**config.mk**
```make
export PLATFORM = sky130hd
export DESIGN_NAME = tt_alu_seq
export DESIGN_NICKNAME = d
export VERILOG_FILES = /design/src/rtl/tt_alu_seq.sv
export SDC_FILE = /design/constraint.sdc
export NUM_CORES = 1
export LEC_CHECK = 0
export ABC_CLOCK_PERIOD_IN_PS = 2600
export CORE_MARGIN = 5
export CORE_UTILIZATION = 40
export DETAILED_ROUTE_END_ITERATION = 8
export MAX_ROUTING_LAYER = met4
export SYNTH_ARGS = -nofsm -noshare
export SYNTH_HDL_FRONTEND = slang
export SYNTH_SLANG_ARGS = --single-unit
```
**constraint.sdc**
```tcl
create_clock -name clk -period 2.6 [get_ports clk]
set_input_delay 0.39 -clock clk [delete_from_list [all_inputs] [get_ports clk]]
set_output_delay 0.39 -clock clk [all_outputs]
set_load 0.05 [all_outputs]
```
**src/rtl/tt_alu_seq.sv**
```systemverilog
// Handshaked W-bit ALU with accumulator and shift-add multiplier.
// Optional ALU_SAT_EN: saturating ADD/SUB/ACC.
module tt_alu_seq #(
  parameter int W = 8
) (
  input  logic         clk,
  input  logic         rst_n,
  input  logic         in_valid,
  output logic         in_ready,
  input  logic [2:0]   op,
  input  logic [W-1:0] a,
  input  logic [W-1:0] b,
  output logic         out_valid,
  input  logic         out_ready,
  output logic [W-1:0] result,
  output logic [W-1:0] result_hi,
  output logic         cout,
  output logic         zero
);

  localparam logic [1:0] S_IDLE = 2'd0;
  localparam logic [1:0] S_BUSY = 2'd1;
  localparam logic [1:0] S_HOLD = 2'd2;

  localparam logic [2:0] OP_ADD = 3'd0;
  localparam logic [2:0] OP_SUB = 3'd1;
  localparam logic [2:0] OP_AND = 3'd2;
  localparam logic [2:0] OP_OR  = 3'd3;
  localparam logic [2:0] OP_XOR = 3'd4;
  localparam logic [2:0] OP_ACC = 3'd5;
  localparam logic [2:0] OP_CLR = 3'd6;
  localparam logic [2:0] OP_MUL = 3'd7;

  localparam int CW = $clog2(W);

  logic [1:0]    state;
  logic [W-1:0]  acc;
  logic [W-1:0]  mcand;
  logic [W-1:0]  p_hi;
  logic [W-1:0]  p_lo;
  logic [CW-1:0] cnt;

  logic [W:0]    sum;
  logic [W:0]    dif;
  logic [W:0]    asum;
  logic [W-1:0]  c_res;
  logic          c_cout;
  logic [W-1:0]  c_acc;
  logic          c_acc_we;

  logic [W:0]    step;
  logic [W-1:0]  n_hi;
  logic [W-1:0]  n_lo;

  assign in_ready  = (state == S_IDLE);
  assign out_valid = (state == S_HOLD);

  assign sum  = {1'b0, a} + {1'b0, b};
  assign dif  = {1'b0, a} - {1'b0, b};
  assign asum = {1'b0, acc} + {1'b0, a};

  always_comb begin
    c_res    = '0;
    c_cout   = 1'b0;
    c_acc    = acc;
    c_acc_we = 1'b0;
    unique case (1'b1)
      (op == OP_ADD): begin
        c_res  = sum[W-1:0];
        c_cout = sum[W];
`ifdef ALU_SAT_EN
        if (sum[W]) c_res = '1;
`endif
      end
      (op == OP_SUB): begin
        c_res  = dif[W-1:0];
        c_cout = dif[W];
`ifdef ALU_SAT_EN
        if (dif[W]) c_res = '0;
`endif
      end
      (op == OP_AND): c_res = a & b;
      (op == OP_OR):  c_res = a | b;
      (op == OP_XOR): c_res = a ^ b;
      (op == OP_ACC): begin
        c_res  = asum[W-1:0];
        c_cout = asum[W];
`ifdef ALU_SAT_EN
        if (asum[W]) c_res = '1;
`endif
        c_acc    = c_res;
        c_acc_we = 1'b1;
      end
      (op == OP_CLR): begin
        c_acc    = '0;
        c_acc_we = 1'b1;
      end
      default: ;
    endcase
  end

  // One shift-add step: add multiplicand on LSB, shift {hi,lo} right.
  assign step = {1'b0, p_hi} + (p_lo[0] ? {1'b0, mcand} : '0);
  assign n_hi = step[W:1];
  assign n_lo = {step[0], p_lo[W-1:1]};

  always_ff @(posedge clk or negedge rst_n) begin
    if (!rst_n) begin
      state     <= S_IDLE;
      acc       <= '0;
      mcand     <= '0;
      p_hi      <= '0;
      p_lo      <= '0;
      cnt       <= '0;
      result    <= '0;
      result_hi <= '0;
      cout      <= 1'b0;
      zero      <= 1'b0;
    end else begin
      unique case (state)
        S_IDLE: begin
          if (in_valid) begin
            if (op == OP_MUL) begin
              mcand <= a;
              p_hi  <= '0;
              p_lo  <= b;
              cnt   <= '0;
              state <= S_BUSY;
            end else begin
              result    <= c_res;
              result_hi <= '0;
              cout      <= c_cout;
              zero      <= (c_res == '0);
              if (c_acc_we) acc <= c_acc;
              state     <= S_HOLD;
            end
          end
        end
        S_BUSY: begin
          p_hi <= n_hi;
          p_lo <= n_lo;
          cnt  <= cnt + 1'b1;
          if (cnt == CW'(W - 1)) begin
            result    <= n_lo;
            result_hi <= n_hi;
            cout      <= |n_hi;
            zero      <= ~|{n_hi, n_lo};
            state     <= S_HOLD;
          end
        end
        S_HOLD: begin
          if (out_ready) state <= S_IDLE;
        end
        default: state <= S_IDLE;
      endcase
    end
  end

endmodule

```
==> flow_summary.toml <==
[logic_synthesis]
syn_inst = 512
ys_top_cells_by_count = "nand2_1, dfrtp_1, ha_1, nor2_1, o21ai_0"
yosysUniqueCellTypes = 67
yosysTopAreaCellShare = 0.315
yosysMostFrequentCell = "nand2_1"
synth_seq_cells = 55
syn_avg_cell_area_um2 = 8.53
ys.flop_type = "dfrtp_1"
ys_top_cells_by_area = "dfrtp_1, ha_1, nand2_1"
seq_area_frac_synth = 0.315
syn_nets = 583
syn_area_mm2 = 0.00437
synth_top_area_cell = "dfrtp_1"
async_reset_ff_frac = 1.00
yosysWarnings = 0
synth-edff-count = 0

[finish]
multi_input_area_mm2 = 0.00298
stdcell_count = 799
fillers = 1016
areaGrowthSynthToFinish_pct = 39.5
fin_util = 0.564
register_area_mm2 = 0.00138
nets = 729
drive_above_1_share = 0.293
insertedDiodeCount = 0

[floorplanning]
die_w_um = 114
core_mm2 = 0.0108
initial_core_util = 0.405
ios = 43
row_count = 38
die_h_um = 114
fp.dieArea_mm2 = 0.0131

[worst_setup_path]
critPathArrivalTime_ns = 2.77
cp-start-kind = "register"
cp_max_fo = 3
critPathRequiredTime_ns = 2.81
crit_type = "register to register"
startpoint = "acc[0]$_DFFE_PN0P_"
endpoint_kind = "register"
rr_startpoint = "acc[0]$_DFFE_PN0P_"

[power]
powerDensity_mw_per_mm2 = 817
max-vdd-ir-drop_uv = 473
p_leak_uw = 0.00289
p_total_uw = 4980

[placement]
place_hpwl_mm = 10.9
io_buffers = 42
place_inst = 778
gp_congestion = 0.933

[sta]
worstMarginPinSlew_ns = 0.721
rsz0062_at_grt = "yes"
fmax_mhz = 391
finalHoldViolations = 0
final-setup-viol-count = 0
fin_crit_ns = 2.56
clock_skew_ns = 0.0155
slew_violations = 0
period_share = 0.984
slew_headroom = 0.519

[global_route]
grt_start_max_net_pins = 56
grt_overflow = 0
grt.total_usage = 0.220
grt_pass1_wl_mm = 22.4
grt_pass1_vias = 4573
antenna_found_initial = 0

[route]
ant_nets = 0
via_count = 4310
routed_via_density = 5.39
finalWirelength_mm = 13.8
dr.first_iter.drc_count = 286
drc = 0
dr.pass1.iters = 4
wl_per_cell_um = 17.2

[clock_tree]
h-tree-depth = 2
cts_tree = "yes"
clk_pin_slew_ns = 0.12
cts_buffers = 5
cts_buffer_depth = 2
clock_latency_ns = 0.32
cts.sinks = 55
clock-root-buffer = "clkbuf_8"

[job]
max-cap-violations = 0

[worst_hold_path]
worstHoldPathType = "input port to async pin"

[run_status]
status = "finished, final reports clean"
registers in the layout (all words and copies together) (netlist names):
| signal | cells |
|---|---|
| acc | 8 |
| cout | 1 |
| mcand | 8 |
| p_lo | 8 |
| result_hi | 8 |
| p_hi | 8 |
| result | 8 |
| state | 2 |
| cnt | 3 |
| zero | 1 |
critical path, cell delays in order (launching register included):
cell,delay [ns]
dfrtp_1,0.40
ha_2,0.19
fa_2,0.36
a211o_1,0.34
a21o_1,0.17
a211oi_2,0.22
nor2_2,0.08
a211oi_2,0.21
buf_4,0.15
o21ai_1,0.05
mux2_2,0.26
power by group:
| group | leakage, uW | switching [uW] | total, uW | internal [uW] |
|---|---|---|---|---|
| logic | 0.00215 | 1620 | 3040 | 1420 |
| registers | 0.000690 | 255 | 1430 | 1170 |
| clock network | 0.0000485 | 319 | 514 | 194 |
| total | 0.00289 | 2190 | 4980 | 2790 |
area by class of cell:
class,count,share of cell area
repair buffers,166,0.222
multi-input cells,400,0.489
clock buffers,5,0.0113
inverters,30,0.0185
well taps,140,0.0288
clock inverters,3,0.00370
flip-flops and latches,55,0.226
cell usage in the layout, fill, tap and decap left out, drive strengths merged, types with 5 or more instances in the layout:
cell / Yosys / final
o21a: 5 / 5
inv: 30 / 31
nand2: 61 / 61
nor2b: 8 / 8
a21oi: 27 / 27
dfrtp: 55 / 55
a211oi: 10 / 10
clkbuf: 18 / 5
o31ai: 7 / 7
a31oi: 8 / 8
or3: 5 / 5
xnor2: 5 / 5
clkdlybuf4s50: 0 / 31
o21ai: 43 / 43
nor3: 7 / 7
and2: 10 / 10
mux2i: 9 / 9
ha: 44 / 44
nand2b: 9 / 9
or2: 7 / 7
nor2: 41 / 41
o211ai: 5 / 5
nand3: 7 / 7
buf: 9 / 125
dlygate4sd2: 0 / 5
and3: 5 / 5
a21o: 12 / 12
path summary, 6_finish.rpt:
path	endpoint	slack [ns]	cells after the start
worst max-delay path	result[6]$_DFFE_PN0P_	0.04	10
max in group asynchronous	acc[1]$_DFFE_PN0P_	1.88	2
worst min register to register	result_hi[5]$_DFFE_PN0P_	0.49	2
worst min-delay path	result_hi[3]$_DFFE_PN0P_	0.19	2
min in group clk	result_hi[5]$_DFFE_PN0P_	0.49	2
worst max register to register	result[6]$_DFFE_PN0P_	0.04	10
logic make-up (layout without fill, tap and decap cells):
group | Yosys count | after routing | synth area share
and+or+nand+nor | 173 | 173 | 0.194
AOI/OAI and AO/OA | 158 | 158 | 0.246
buffers and inverters | 57 | 204 | 0.0539
DFF | 55 | 55 | 0.315
adders and majority gates | 48 | 48 | 0.144
muxes | 12 | 12 | 0.0284
xor gates and xnor gates | 9 | 9 | 0.0181
metal layers:
layer	track usage	vias up	share of wire
met3	0.0264	20	0.032
met2	0.398	75	0.53
met4	0.0610	0	0.021
li1	-	2131	-
met5	-	-	0
met1	0.256	2084	0.42
timing repair:
item | 4_1_cts | 5_1_grt
buffers inserted | 9 | 4
pin swaps | 14 | 28
endpoints found under the setup margin | 5 | 9
gates resized for setup | 26 | 35
hold buffers | 0 | 0
metrics by stage:
stage          hold slack, ns  cell area [um^2]  worst slack, ns  setup TNS, ns
5_1_grt                 0.268              6090          -0.0648         -0.120
3_3_place_gp            0.461              5670           -0.680          -3.62
4_1_cts                 0.227              5910          0.00594              0
6_report                0.188              6090           0.0405              0
3_5_place_dp            0.469              5670           -0.665          -4.04
2_1_floorplan          0.0944              4370            0.109              0
Power figures use the tool's default switching activity.
